### config.mk
export PLATFORM = sky130hd
export DESIGN_NAME = uart_controller_flat
export DESIGN_NICKNAME = d
export VERILOG_FILES = /design/src/rtl/uart_controller_pkg.sv /design/src/rtl/uart_controller_if.sv /design/src/rtl/uart_controller_receiver.sv /design/src/rtl/uart_controller.sv /design/src/flat_wrapper.sv
export SDC_FILE = /design/constraint.sdc
export NUM_CORES = 1
export LEC_CHECK = 0
export CAP_MARGIN = 5
export CORE_UTILIZATION = 23
export CTS_CLUSTER_SIZE = 28
export DETAILED_ROUTE_END_ITERATION = 12
export PLACE_DENSITY = 0.52
export SYNTH_ARGS = -nofsm -noshare
export SYNTH_HDL_FRONTEND = slang
export SYNTH_HIERARCHICAL = 1
export SYNTH_SLANG_ARGS = --single-unit
### constraint.sdc
create_clock -name clk -period 2.4 [get_ports clk]
set_clock_uncertainty 0.05 [all_clocks]
set_input_delay 0.48 -clock clk [delete_from_list [all_inputs] [get_ports clk]]
set_output_delay 0.48 -clock clk [all_outputs]
set_load 0.005 [all_outputs]
### src/rtl/uart_controller_pkg.sv
// Register map, status bit positions and serial FSM states shared by the UART
// top level and its receiver.
package uart_controller_pkg;

  localparam logic UART_REG_DATA   = 1'b0;
  localparam logic UART_REG_STATUS = 1'b1;

  localparam int TX_READY  = 0;
  localparam int RX_VALID  = 1;
  localparam int OVERRUN   = 2;
  localparam int FRAME_ERR = 3;

  typedef enum logic [1:0] {IDLE, START, DATA, STOP} UartState_t;

endpackage

### src/rtl/uart_controller_if.sv
// Single-cycle CPU bus port of the UART: strobed read/write with combinational read data.
// No backpressure; stall is always low and every access completes in its own cycle.
interface uart_controller_if;
  logic [31:0] address;
  logic        read;
  logic        write;
  logic [31:0] data_wr;
  logic [3:0]  mask;
  logic        stall;
  logic [31:0] data_rd;
  logic [31:0] data_rd_2;

  modport master (
    output address, read, write, data_wr, mask,
    input  stall, data_rd, data_rd_2
  );

  modport slave (
    input  address, read, write, data_wr, mask,
    output stall, data_rd, data_rd_2
  );
endinterface

### src/rtl/uart_controller_receiver.sv
// 8N1 receiver: 2-flop synchroniser, mid-bit sampling, registered 1-cycle byte/error strobes.
// Latency: byte_strobe rises one cycle after the stop-bit sample; it cannot be backpressured.
module uart_receiver
  import uart_controller_pkg::*;
#(
  parameter int DIV = 96
) (
  input  logic       clk,
  input  logic       rst_n,
  input  logic       rxd,
  output logic       byte_strobe,
  output logic [7:0] data_byte,
  output logic       frame_err_strobe
);
  localparam int CW = $clog2(DIV) + 1;
  localparam logic [CW-1:0] HALF_LAST = CW'(DIV / 2 - 1);
  localparam logic [CW-1:0] BIT_LAST  = CW'(DIV - 1);

  logic          rxd_meta, rxd_s, rxd_prev;
  UartState_t    state, state_n;
  logic [CW-1:0] cnt, cnt_n;
  logic [2:0]    idx, idx_n;
  logic [7:0]    shreg, shreg_n;
  logic          err_hold, err_hold_n;
  logic          byte_strobe_n, frame_err_strobe_n;

  always_ff @(posedge clk or negedge rst_n) begin
    if (!rst_n) begin
      rxd_meta         <= 1'b1;
      rxd_s            <= 1'b1;
      rxd_prev         <= 1'b1;
      state            <= IDLE;
      cnt              <= '0;
      idx              <= '0;
      shreg            <= '0;
      err_hold         <= 1'b0;
      byte_strobe      <= 1'b0;
      frame_err_strobe <= 1'b0;
    end else begin
      rxd_meta         <= rxd;
      rxd_s            <= rxd_meta;
      rxd_prev         <= rxd_s;
      state            <= state_n;
      cnt              <= cnt_n;
      idx              <= idx_n;
      shreg            <= shreg_n;
      err_hold         <= err_hold_n;
      byte_strobe      <= byte_strobe_n;
      frame_err_strobe <= frame_err_strobe_n;
    end
  end

  // START doubles as the half-bit wait so every later sample lands mid-bit.
  always_comb begin
    state_n            = state;
    cnt_n              = cnt + 1'b1;
    idx_n              = idx;
    shreg_n            = shreg;
    err_hold_n         = err_hold;
    byte_strobe_n      = 1'b0;
    frame_err_strobe_n = 1'b0;
    case (state)
      IDLE: begin
        cnt_n = '0;
        if (rxd_prev && !rxd_s) state_n = START;
      end
      START: begin
        if (cnt == HALF_LAST) begin
          cnt_n   = '0;
          idx_n   = '0;
          state_n = rxd_s ? IDLE : DATA;
        end
      end
      DATA: begin
        if (cnt == BIT_LAST) begin
          cnt_n   = '0;
          shreg_n = {rxd_s, shreg[7:1]};
          idx_n   = idx + 1'b1;
          if (idx == 3'd7) state_n = STOP;
        end
      end
      STOP: begin
        if (err_hold) begin
          cnt_n = '0;
          if (rxd_s) begin
            err_hold_n = 1'b0;
            state_n    = IDLE;
          end
        end else if (cnt == BIT_LAST) begin
          cnt_n = '0;
          if (rxd_s) begin
            byte_strobe_n = 1'b1;
            state_n       = IDLE;
          end else begin
            frame_err_strobe_n = 1'b1;
            err_hold_n         = 1'b1;
          end
        end
      end
      default: state_n = IDLE;
    endcase
  end

  assign data_byte = shreg;

endmodule

### src/rtl/uart_controller.sv
// CPU-bus UART: DATA/STATUS registers, TX FIFO + 8N1 transmitter, RX via uart_receiver.
// Zero-wait bus (stall=0); full-FIFO writes are dropped, so software polls tx_ready.
module uart_controller
  import uart_controller_pkg::*;
#(
  parameter int CLK_FREQ      = 11059200,
  parameter int BAUD          = 115200,
  parameter int TX_FIFO_DEPTH = 4
) (
  input  logic              clk,
  input  logic              rst_n,
  uart_controller_if.slave  bus,
  output logic              txd,
  input  logic              rxd
);
  localparam int DIV = CLK_FREQ / BAUD;
  localparam int CW  = $clog2(DIV) + 1;
  localparam int PW  = $clog2(TX_FIFO_DEPTH);
  localparam logic [CW-1:0] BIT_LAST  = CW'(DIV - 1);
  localparam logic [PW:0]   FIFO_FULL = (PW + 1)'(TX_FIFO_DEPTH);

  logic [7:0]    fifo_mem [TX_FIFO_DEPTH];
  logic [PW-1:0] wr_ptr, rd_ptr;
  logic [PW:0]   count;
  logic          fifo_full, fifo_empty, push, pop;

  UartState_t    tx_state, tx_state_n;
  logic [CW-1:0] tx_cnt, tx_cnt_n;
  logic [2:0]    tx_idx, tx_idx_n;
  logic [7:0]    tx_shreg, tx_shreg_n;
  logic          txd_n;

  logic          rx_valid, overrun, frame_err;
  logic [7:0]    rx_byte, rx_data_byte;
  logic          byte_strobe, frame_err_strobe;
  logic          rd_data, rd_status, wr_data;
  logic          unused_bits;

  assign rd_data   = bus.read  && (bus.address[2] == UART_REG_DATA);
  assign rd_status = bus.read  && (bus.address[2] == UART_REG_STATUS);
  assign wr_data   = bus.write && (bus.address[2] == UART_REG_DATA) && bus.mask[0];

  assign fifo_full  = (count == FIFO_FULL);
  assign fifo_empty = (count == '0);
  // A pop in the same cycle frees the slot, so a full FIFO can still accept.
  assign push       = wr_data && (!fifo_full || pop);

  assign bus.stall     = 1'b0;
  assign bus.data_rd_2 = '0;
  assign unused_bits   = ^{bus.address[31:3], bus.address[1:0], bus.data_wr[31:8], bus.mask[3:1]};

  always_comb begin
    bus.data_rd = '0;
    if (rd_status) begin
      bus.data_rd[TX_READY]  = !fifo_full;
      bus.data_rd[RX_VALID]  = rx_valid;
      bus.data_rd[OVERRUN]   = overrun;
      bus.data_rd[FRAME_ERR] = frame_err;
    end else if (rd_data && rx_valid) begin
      bus.data_rd[7:0] = rx_byte;
    end
  end

  always_ff @(posedge clk) begin
    if (push) fifo_mem[wr_ptr] <= bus.data_wr[7:0];
  end

  always_ff @(posedge clk or negedge rst_n) begin
    if (!rst_n) begin
      wr_ptr <= '0;
      rd_ptr <= '0;
      count  <= '0;
    end else begin
      if (push) wr_ptr <= wr_ptr + 1'b1;
      if (pop)  rd_ptr <= rd_ptr + 1'b1;
      case ({push, pop})
        2'b10:   count <= count + 1'b1;
        2'b01:   count <= count - 1'b1;
        default: count <= count;
      endcase
    end
  end

  always_ff @(posedge clk or negedge rst_n) begin
    if (!rst_n) begin
      tx_state <= IDLE;
      tx_cnt   <= '0;
      tx_idx   <= '0;
      tx_shreg <= '0;
      txd      <= 1'b1;
    end else begin
      tx_state <= tx_state_n;
      tx_cnt   <= tx_cnt_n;
      tx_idx   <= tx_idx_n;
      tx_shreg <= tx_shreg_n;
      txd      <= txd_n;
    end
  end

  always_comb begin
    tx_state_n = tx_state;
    tx_cnt_n   = tx_cnt + 1'b1;
    tx_idx_n   = tx_idx;
    tx_shreg_n = tx_shreg;
    pop        = 1'b0;
    case (tx_state)
      IDLE: begin
        tx_cnt_n = '0;
        if (!fifo_empty) begin
          pop        = 1'b1;
          tx_shreg_n = fifo_mem[rd_ptr];
          tx_state_n = START;
        end
      end
      START: begin
        if (tx_cnt == BIT_LAST) begin
          tx_cnt_n   = '0;
          tx_idx_n   = '0;
          tx_state_n = DATA;
        end
      end
      DATA: begin
        if (tx_cnt == BIT_LAST) begin
          tx_cnt_n   = '0;
          tx_idx_n   = tx_idx + 1'b1;
          tx_shreg_n = tx_shreg >> 1;
          if (tx_idx == 3'd7) tx_state_n = STOP;
        end
      end
      STOP: begin
        if (tx_cnt == BIT_LAST) begin
          tx_cnt_n   = '0;
          tx_state_n = IDLE;
        end
      end
      default: tx_state_n = IDLE;
    endcase
    // txd is registered from the next state so the line never glitches.
    case (tx_state_n)
      START:   txd_n = 1'b0;
      DATA:    txd_n = tx_shreg_n[0];
      default: txd_n = 1'b1;
    endcase
  end

  always_ff @(posedge clk or negedge rst_n) begin
    if (!rst_n) begin
      rx_valid  <= 1'b0;
      rx_byte   <= '0;
      overrun   <= 1'b0;
      frame_err <= 1'b0;
    end else begin
      if (byte_strobe) begin
        rx_byte  <= rx_data_byte;
        rx_valid <= 1'b1;
      end else if (rd_data && rx_valid) begin
        rx_valid <= 1'b0;
      end
      if (rd_status) begin
        overrun   <= 1'b0;
        frame_err <= 1'b0;
      end
      // A new event in the clearing cycle must not be lost.
      if (byte_strobe && rx_valid && !rd_data) overrun <= 1'b1;
      if (frame_err_strobe) frame_err <= 1'b1;
    end
  end

  uart_receiver #(.DIV(DIV)) u_rx (
    .clk              (clk),
    .rst_n            (rst_n),
    .rxd              (rxd),
    .byte_strobe      (byte_strobe),
    .data_byte        (rx_data_byte),
    .frame_err_strobe (frame_err_strobe)
  );

endmodule
### src/flat_wrapper.sv
// flat-port wrapper written by rule: the top's interface ports become plain ports
module uart_controller_flat import uart_controller_pkg::*;
#(
  parameter int CLK_FREQ      = 11059200,
  parameter int BAUD          = 115200,
  parameter int TX_FIFO_DEPTH = 4
)
  (clk, rst_n, txd, rxd, bus_address, bus_read, bus_write, bus_data_wr, bus_mask, bus_stall, bus_data_rd, bus_data_rd_2);
  uart_controller_if bus_i ();
  input  logic clk;
  input  logic rst_n;
  output logic txd;
  input  logic rxd;
  input wire logic [$bits(bus_i.address)-1:0] bus_address;
  input wire logic [$bits(bus_i.read)-1:0] bus_read;
  input wire logic [$bits(bus_i.write)-1:0] bus_write;
  input wire logic [$bits(bus_i.data_wr)-1:0] bus_data_wr;
  input wire logic [$bits(bus_i.mask)-1:0] bus_mask;
  output wire logic [$bits(bus_i.stall)-1:0] bus_stall;
  output wire logic [$bits(bus_i.data_rd)-1:0] bus_data_rd;
  output wire logic [$bits(bus_i.data_rd_2)-1:0] bus_data_rd_2;
  assign bus_i.address = bus_address;
  assign bus_i.read = bus_read;
  assign bus_i.write = bus_write;
  assign bus_i.data_wr = bus_data_wr;
  assign bus_i.mask = bus_mask;
  assign bus_stall = bus_i.stall;
  assign bus_data_rd = bus_i.data_rd;
  assign bus_data_rd_2 = bus_i.data_rd_2;
  uart_controller #(.CLK_FREQ(CLK_FREQ), .BAUD(BAUD), .TX_FIFO_DEPTH(TX_FIFO_DEPTH)) u_core (.clk(clk), .rst_n(rst_n), .bus(bus_i), .txd(txd), .rxd(rxd));
endmodule
==> run_results.csv <==
group,metric,value,unit
outcome,status,"complete, no violations",
timing,fin_setup_tns,0,ns
worst_setup_path,path_class,"in2out",
logic_synthesis,netlist_area,0.00495,sq mm
final_layout,layout_common_cells,"dfrtp_1, conb_1, edfxtp_1, nand2_1, clkdlybuf4s50_1",
routing,routed_via_density,4.17,
grt,antenna_found_initial,0,
timing,slew_violations,0,
worst_setup_path,required,1.87,ns
clock_network,cts_hold_buf,0,
logic_synthesis,yosysUniqueCellTypes,61,
floorplanning,design.die.area,0.0221,sq mm
place,hpwlAfterDp,5960,microns
final_layout,num-fill-cells,2189,
clock_network,clkLatencyLatePin,0.35,ns
logic_synthesis,yosys_warnings,6,
min_path,hp-class,"in2async",
routing,drtPass1Iterations,4,
logic_synthesis,async_reset_ff_share,67.7,%
timing,hold_viol_final,0,
timing,hold_ws,0.0886,ns
floorplanning,die_y,149,microns
place,portBuffers,23,
place,place_congestion,0.791,
worst_setup_path,start_kind,"input pin",
job,maxCapViolations,0,
grt,grt_pass1_wl,14300,microns
worst_setup_path,cp_max_fo,4,
floorplanning,core,0.0211,sq mm
floorplanning,die_x,149,microns
logic_synthesis,synth_top_area_cell,"dfrtp_1",
final_layout,drive_above_1_share,17.4,%
logic_synthesis,synth_edf_count,32,
clock_network,cts_tree,"yes",
routing,routed_wl,8560,microns
worst_setup_path,crit_arrival,1.81,ns
timing,tightestPinTransition,0.623,ns
pwr,p_leak,2.45,nW
routing,ant_nets,0,
place,dpl_worst_slack,-0.199,ns
routing,first_iter_violations,151,
routing,wl_per_cell,11.8,microns
final_layout,diodes,0,
clock_network,clk_root_buffer_cell,"clkbuf_16",
timing,fin_ws,0.0638,ns
final_layout,final_common_cell,"dfrtp_1",
pwr,ir_worst_vdd,0.308,mV
routing,drc,0,
routing,via_count,3015,
timing,rsz0062_at_grt,"no",
grt,grt_pass1_vias,2867,
timing,fmax,428,MHz
grt,grt_util_all_layers,8.36,%
floorplanning,initial_core_util,23.5,%
clock_network,htreeDepth,3,
logic_synthesis,ys.flop_type,"dfrtp_1",
logic_synthesis,synthCells,405,
logic_synthesis,synth.top_cell.area_share,31.9,%
clock_network,clk_pin_slew,0.07,ns
grt,grt-ovfl-total,0,
final_layout,nets,528,
worst_setup_path,end_kind,"output pin",
floorplanning,rows,53,
clock_network,ctsLongestPathBuffers,2,
timing,slew_headroom,57.9,%
logic_synthesis,syn_area_per_cell,12.2,sq um
logic_synthesis,synth.yosys.seq_area_share,53.4,%
clock_network,cts_inserted_buffers,9,
floorplanning,ios,139,
grt,grt_max_degree,68,
clock_network,cts.sinks,99,
pwr,power_per_cell_area,809,mW/mm^2
logic_synthesis,ys_ff_latch,99,
timing,fin_crit,2.34,ns
logic_synthesis,synth_area_leaders,"dfrtp_1, edfxtp_1, buf_4",
final_layout,synthToLayoutAreaGrowth,15.9,%
timing,finalCritPeriodShare,97.3,%
timing,setup_violations,0,
[critical path, stage by stage]
cell and delay, ns:
clkdlybuf4s50_1 0.48, nand2_1 0.08, nor2_2 0.13, and2_1 0.14
clkdlybuf4s50_1 0.49
[layout make-up]
type	instances	area, sq um	area share, %
Inverter	13	48.8	0.851
Multi-Input combinational cell	278	1980	34.5
Timing Repair Buffer	42	430	7.50
Clock buffer	9	225	3.93
Sequential cell	99	2640	46.1
Clock inverter	7	65.1	1.13
Tap cell	275	344	6.00
[worst paths after layout]
path / start / endpoint / slack, ns / cells after the start
worst max-delay path: bus_read / bus_data_rd[4] / 0.06 / 5
worst min-delay path: rst_n / u_core/rd_ptr[1] / 0.09 / 2
worst max register to register: u_core/tx_state[1] / u_core/count[2] / 0.20 / 8
worst min register to register: u_core/u_rx/rxd_meta / u_core/u_rx/rxd_s / 0.31 / 0
max in group asynchronous: rst_n / u_core/u_rx/rxd_prev / 1.87 / 2
min in group clk: u_core/u_rx/rxd_meta / u_core/u_rx/rxd_s / 0.31 / 0
[Yosys cell counts, types with 2 or more instances]
library cell	n
dfrtp_1	63
buf_4	57
edfxtp_1	32
nand2_1	27
nor2_1	14
inv_1	12
nand3_1	12
o21ai_0	12
ha_1	11
a21o_1	10
a21oi_1	10
a22o_1	9
mux2_2	9
xnor2_1	9
and2_1	8
clkbuf_1	8
mux2_4	8
mux4_2	8
a22oi_1	6
or3_1	6
xor2_1	5
buf_2	4
dfstp_2	4
nor2b_1	4
o211ai_1	4
or4_1	4
a311o_1	3
a31oi_1	3
nand2b_1	3
nand4_1	3
a211o_1	2
and4_1	2
nor3_1	2
nor4_1	2
nor4b_1	2
o211ai_2	2
[sequential cells by signal (all words and copies together), names as in the netlist, 2 cells and up, named ones only]
signal / flops
u_core/fifo_mem: 32
u_core/tx_shreg: 8
u_core/u_rx/cnt: 8
u_core/tx_state: 2
u_core/count: 3
u_core/rx_byte: 8
u_core/tx_cnt: 8
u_core/tx_idx: 3
u_core/u_rx/data_byte: 8
u_core/u_rx/idx: 3
u_core/rd_ptr: 2
u_core/wr_ptr: 2
[kinds of logic (layout without fill, tap and decap cells)]
| logic type | count (synthesis) | count (layout) | share of synthesized area (%) |
|---|---|---|---|
| flip-flops | 99 | 99 | 53.4 |
| AND/OR/NAND/NOR | 101 | 101 | 11.3 |
| other | 1 | 57 | 0.0758 |
| buffers and inverters | 84 | 71 | 11.0 |
| AO/OA/AOI/OAI | 69 | 69 | 10.4 |
| multiplexers | 25 | 25 | 8.12 |
| XOR/XNOR | 14 | 14 | 2.48 |
| adder cells (fa/ha/maj) | 12 | 12 | 3.19 |
[power breakdown]
group / internal, mW / switching, mW / total (mW)
logic: 0.479 / 0.415 / 0.894
clock network: 0.732 / 0.679 / 1.41
registers: 2.02 / 0.317 / 2.34
total: 3.23 / 1.41 / 4.64
[layer usage]
metal | up-vias | track usage (%) | share of wire (%)
li1 | 1431 | - | -
met5 | - | 0 | 0
met4 | 0 | 3.87 | 1.8
met1 | 1476 | 10.8 | 47
met2 | 97 | 13.4 | 47
met3 | 11 | 1.75 | 3.2
[timing repair]
action	4_1_cts	5_1_grt
endpoints found under the setup margin	7	2
gates resized for setup	4	2
setup buffers	0	0
hold endpoints to repair	0	0
[per-stage QoR]
stage               util, %  cell area [sq um]  total power, mW  instances
global placement       25.8               5440             3.23        707
finish                 27.2               5740             4.64        723
floorplan                 -               5160             3.02        461
global route           27.2               5740             4.96        723
CTS                    27.2               5730             4.71        723
detailed placement     25.8               5440             3.29        707
No activity file was read; power rests on OpenSTA's default activity.
